===== src/rtl/layer_cnu.sv =====
// Serial offset-min-sum check-node unit: accumulates per-lane min1/min2/idx/sign
// over one layer row, then streams one check-to-variable block per column.
module layer_cnu #(
  parameter int BITS     = 8,
  parameter int Z        = 32,
  parameter int DMAX     = 6,
  parameter int OFFSET   = 1,
  parameter int IDX_BITS = $clog2(DMAX)
) (
  input  logic                       clk,
  input  logic                       rst_n,
  input  logic                       in_valid,
  output logic                       in_ready,
  input  logic                       in_last,
  input  logic [Z-1:0][BITS-1:0]     in_data,
  output logic                       out_valid,
  input  logic                       out_ready,
  output logic                       out_last,
  output logic [IDX_BITS-1:0]        out_idx,
  output logic [Z-1:0][BITS-1:0]     out_data,
  output logic                       deg_err
);

  typedef enum logic {ACC, EMIT} state_t;

  localparam logic [BITS-2:0]     MAXM  = '1;
  localparam logic [BITS-2:0]     OFF   = (BITS-1)'(OFFSET);
  localparam logic [IDX_BITS-1:0] K_MAX = IDX_BITS'(DMAX-1);

  state_t              state, state_next;
  logic [IDX_BITS-1:0] k, j, last_j;
  logic                in_fire, out_fire, end_row, emit_done;

  logic [BITS-2:0]     min1 [Z];
  logic [BITS-2:0]     min2 [Z];
  logic [IDX_BITS-1:0] idx  [Z];
  logic [Z-1:0]        sgn;
  logic [Z-1:0]        sign_mem [DMAX];
  logic [BITS-2:0]     mag  [Z];

  // Magnitude with the most-negative code saturated to MAXM.
  always_comb begin
    for (int l = 0; l < Z; l++) begin
      if (!in_data[l][BITS-1])             mag[l] = in_data[l][BITS-2:0];
      else if (in_data[l][BITS-2:0] == '0) mag[l] = MAXM;
      else                                 mag[l] = ~in_data[l][BITS-2:0] + 1'b1;
    end
  end

  // NOTE: every signal written here gets a default first, so no latch is inferred.
  always_comb begin
    state_next = state;
    in_ready   = (state == ACC);
    out_valid  = (state == EMIT);
    in_fire    = in_valid && in_ready;
    out_fire   = out_valid && out_ready;
    end_row    = in_fire && (in_last || k == K_MAX);
    emit_done  = out_fire && (j == last_j);
    case (state)
      ACC:     if (end_row)   state_next = EMIT;
      EMIT:    if (emit_done) state_next = ACC;
      default: state_next = ACC;
    endcase
  end

  // NOTE: sequential state uses non-blocking assignments so every flop samples pre-edge values.
  always_ff @(posedge clk or negedge rst_n) begin
    if (!rst_n) begin
      state   <= ACC;
      k       <= '0;
      j       <= '0;
      last_j  <= '0;
      deg_err <= 1'b0;
    end else begin
      state <= state_next;
      if (end_row) begin
        last_j <= k;
        k      <= '0;
        j      <= '0;
        if (!in_last) deg_err <= 1'b1;
      end else if (in_fire) begin
        k <= k + 1'b1;
      end
      if (out_fire) j <= emit_done ? '0 : j + 1'b1;
    end
  end

  // NOTE: the row datapath is not reset; k==0 reinitialises it on the first beat of every row.
  always_ff @(posedge clk) begin
    if (in_fire) begin
      for (int l = 0; l < Z; l++) begin
        sign_mem[k][l] <= in_data[l][BITS-1];
        if (k == '0) begin
          min1[l] <= mag[l];
          min2[l] <= MAXM;
          idx[l]  <= '0;
          sgn[l]  <= in_data[l][BITS-1];
        end else begin
          sgn[l] <= sgn[l] ^ in_data[l][BITS-1];
          if (mag[l] < min1[l]) begin
            min2[l] <= min1[l];
            min1[l] <= mag[l];
            idx[l]  <= k;
          end else if (mag[l] < min2[l]) begin
            min2[l] <= mag[l];
          end
        end
      end
    end
  end

  function automatic logic [BITS-1:0] c2v(input logic [BITS-2:0] sel, input logic neg);
    logic [BITS-2:0] m;
    logic [BITS-1:0] v;
    m = (sel > OFF) ? sel - OFF : '0;
    v = {1'b0, m};
    return neg ? -v : v;
  endfunction

  always_comb begin
    out_data = '0;
    out_idx  = '0;
    out_last = 1'b0;
    if (out_valid) begin
      out_idx  = j;
      out_last = (j == last_j);
      for (int l = 0; l < Z; l++)
        out_data[l] = c2v((j == idx[l]) ? min2[l] : min1[l], sgn[l] ^ sign_mem[j][l]);
    end
  end

endmodule


===== config.mk =====
export PLATFORM = sky130hd
export DESIGN_NAME = layer_cnu
export DESIGN_NICKNAME = d
export VERILOG_FILES = /design/src/rtl/layer_cnu.sv
export SDC_FILE = /design/constraint.sdc
export NUM_CORES = 2
export LEC_CHECK = 0
export CAP_MARGIN = 20
export CELL_PAD_IN_SITES_DETAIL_PLACEMENT = 1
export CELL_PAD_IN_SITES_GLOBAL_PLACEMENT = 1
export CORE_MARGIN = 4
export CORE_UTILIZATION = 40
export CTS_BUF_LIST = sky130_fd_sc_hd__clkbuf_8
export DETAILED_ROUTE_END_ITERATION = 10
export GPL_ROUTABILITY_DRIVEN = 0
export HOLD_SLACK_MARGIN = 0.02
export PLACE_DENSITY = 0.8
export SETUP_SLACK_MARGIN = 0.2
export SLEW_MARGIN = 0
export SYNTH_ARGS = -nofsm -noshare
export SYNTH_HDL_FRONTEND = slang
export SYNTH_SLANG_ARGS = --single-unit

===== constraint.sdc =====
create_clock -name clk -period 13.5 [get_ports clk]
set_clock_uncertainty 0.05 [all_clocks]
set_input_delay 2.7 -clock clk [delete_from_list [all_inputs] [get_ports clk]]
set_output_delay 2.7 -clock clk [all_outputs]
set_load 0.01 [all_outputs]

==> out/metrics.csv <==
stage,metric,value,unit
power_and_ir_drop,Design Power,15.8,mW
synth,post-synth top area cell,edfxtp_1,
global_route,gr usage total,25.5,%
synth,sequential-to-total area share from yosys stat,35.7,%
global_route,first-pass GRT wire length,346,mm
timing,final worst slack,4.43,ns
timing,Worst-Margin Slew,1.17,ns
timing,Setup TNS,0,ns
timing,Hold WS,0.493,ns
timing,final setup vio count,0,
cts,cts bufs inserted,150,
cts,clock sinks,779,
routing,DRT iter0 DRCs,4155,
hold_path,Hold Path Class,reg2reg,
cts,Post-CTS Hold Fix Bufs,0,
timing,crit path time final,9.07,ns
global_route,global route overflow,0,
cts,clk_lat worst skew,0.88,ns
worst_setup_path,Worst Setup End Kind,output port,
routing,final wirelength,224,mm
floorplanning,num rows,148,
synth,Post-Syn Area per Cell,9.17,sq um
routing,vias per cell,5.91,
floorplanning,Initial Utilization,40.2,%
global_route,pin count of the biggest net entering global routing,110,
timing,fmax,110,MHz
routing,Post-DRT Antenna Nets,0,
worst_setup_path,Worst EP required,10.75,ns
floorplanning,Die ar.,170000,sq um
worst_setup_path,CP max stage cell,dfrtp_4,
synth,post-synth cell types,100,
global_route,vias in the first global route,61300,
worst_setup_path,CP Class,reg2out,
final_layout,post-route cell area,75700,sq um
worst_setup_path,Worst path most repeated cell,ha_1,
synth,Syn. warnings,0,
floorplanning,core box area,163000,sq um
timing,Fin. Hold Viols,0,
power_and_ir_drop,VDD IR max,0.147,mV
worst_setup_path,"Largest stage delay, worst path",0.85,ns
synth,top cell type's share of synthesized area,35.2,%
synth,post-synthesis net count,7918,
placed_design,IO buf count,523,
floorplanning,die width,413,um
routing,DR pass1 iterations,6,
synth,Main synth FF type,edfxtp_1,
timing,fin. max-slew vios,0,
worst_setup_path,worst-path cell chain,buf_4 -> xor2_1 -> nor3_2 -> mux2i_1 -> inv_1 -> ha_1 -> or3_1 -> nand3_1 -> nand2b_1 -> ha_1 -> nor2b_1 -> a31oi_1 -> a31o_1 -> nor3_1 -> clkdlybuf4s50_1,
global_route,antenna violations before repair,26,
status,status,completed,
cts,post-cts sizing count,0,
synth,Cells after Synth,7141,
floorplanning,die height,413,um
synth,#FFs+latches synth,779,
run,max capacitance violation total,0,
cts,CTS tree,done,
final_layout,share of layout cells above drive strength 1,6.36,%
cts,clk root buf,clkbuf_8,
cts,clock-pin slew on the worst setup and hold paths,0.06,ns
timing,RSZ-0062 raised after global routing,false,
timing,period utilisation layout,67.2,%
worst_setup_path,Worst Setup Start Kind,flip-flop,
routing,Routed WL per cell,22.6,um
worst_setup_path,crit-path max FO,33,
power_and_ir_drop,leakage power,30.1,nW
final_layout,Area Growth Syn to Fin,15.7,%
synth,"FFs w/ async S/R, synth",1.41,%
cts,htree depth,4,
placed_design,dpl ws,5.30,ns
routing,Via Count,58600,
routing,DRC Markers,0,
final_layout,Final nets,8386,
timing,relative slew slack,21.8,%
power_and_ir_drop,pwr dens,209,nW/um^2
synth,top area cells in the synthesized netlist,"edfxtp_1, ha_1, xnor2_1",
placed_design,placed cell area,72700,sq um
placed_design,hpwl dp,167,mm
cts,post-CTS setup buffers,0,
floorplanning,Ports,524,
synth,"EDFF count, synth",768,
cts,clock buffer depth,3,
worst_setup_path,WP data arrival,6.32,ns
synth,area of the mapped netlist,65400,sq um
power breakdown:
| group | switching, mW | total, mW | internal, mW |
|---|---|---|---|
| sequential | 0.513 | 3.83 | 3.31 |
| clock | 1.11 | 2.36 | 1.24 |
| combinational | 5.68 | 9.64 | 3.96 |
| total | 7.31 | 15.8 | 8.52 |
cell type report:
cell class	instances	area, sq um
fill	18700	87000
antenna	17	42.5
tap	2175	2720
timing repair buffer	601	5820
sequential	779	23400
clock buffer	152	2090
multi-input combinational	5454	38600
clock inverter	113	785
inverter	623	2340
synth_stat cells (33+ instances only):
master,number
xor2_1,155
nor3_1,364
o22a_1,63
nand3_1,157
a41oi_1,133
a21oi_1,279
or3_1,64
a31oi_1,118
inv_1,617
nor4_1,60
edfxtp_1,768
nor3b_1,79
nor2b_1,134
and3_1,42
a211oi_1,39
clkbuf_1,204
nand2_1,576
ha_1,516
nand2b_1,83
buf_2,47
mux2_2,59
a21o_1,142
nor2_1,683
o21a_1,36
xnor2_1,465
mux2i_1,233
o21ai_0,186
nand4_1,103
or4_1,50
o211ai_1,53
o31ai_1,51
o21ai_1,33
routing by layer:
metal  GRT usage, %  up-vias  part of all wire, %
li1               -    27200                    -
met1           32.7    29300                   43
met2           43.3     1677                   48
met3           4.11      435                  5.9
met4           9.18       12                  3.4
met5              0        -                0.034
through the flow:
step / instances / utilization [%]
after global routing: 9909 / 46.5
after detailed placement: 9619 / 44.7
after floorplan: 7141 / -
after CTS: 9884 / 46.5
after global placement: 9619 / 44.7
final: 9914 / 46.5
placed cells by master, fill, tap and decap left out, types with 157 or more instances in the layout:
cell             netlist  final
a21oi_1              279    279
clkdlybuf4s50_1        0    523
edfxtp_1             768    768
ha_1                 516    516
inv_1                617    655
mux2i_1              233    233
nand2_1              576    571
nand3_1              157    157
nor2_1               683    681
nor3_1               364    362
o21ai_0              186    186
xnor2_1              465    465
path summary, 6_finish.rpt:
kind / from / end / slack, ns / cells past startpoint
worst max-delay path: j[1] / out_data[30] / 4.43 / 15
worst min-delay path: last_j[0] / last_j[0] / 0.49 / 1
worst max register to register: out_valid / min2[1][58] / 7.65 / 11
max in group asynchronous: rst_n / j[1] / 10.82 / 1
min in group asynchronous: rst_n / last_j[1] / 2.14 / 1
worst min register to register: last_j[0] / last_j[0] / 0.49 / 1
sequential cells by signal (all words and copies together) (netlist names):
name / cells
min1: 224
min2: 224
sign_mem: 192
idx: 96
sgn: 32
j: 3
k: 3
last_j: 3
deg_err: 1
out_valid: 1
worst max-delay path: cells and delay by family (launching register included):
kind            cells  cell delay [ns]
simple gates        6             1.97
xor+xnor            1             0.22
compound gates      2             0.41
fa+ha+maj           2             0.42
mux                 1             0.37
flops               1             0.85
buf+inv             3             1.19
cells by family (layout without fill, tap and decap cells):
group / count (synthesis) / count (layout) / synth area share (%)
and+or+nand+nor: 2524 / 2524 / 18.9
AOI/OAI and AO/OA: 1454 / 1454 / 15.7
buffers and inverters: 908 / 1489 / 5.53
DFF: 779 / 779 / 35.7
xor gates and xnor gates: 628 / 628 / 8.50
adders and majority gates: 516 / 516 / 9.86
muxes: 332 / 332 / 5.87
other: 0 / 17 / 0
Note: power is estimated with default switching activity, not from simulation.
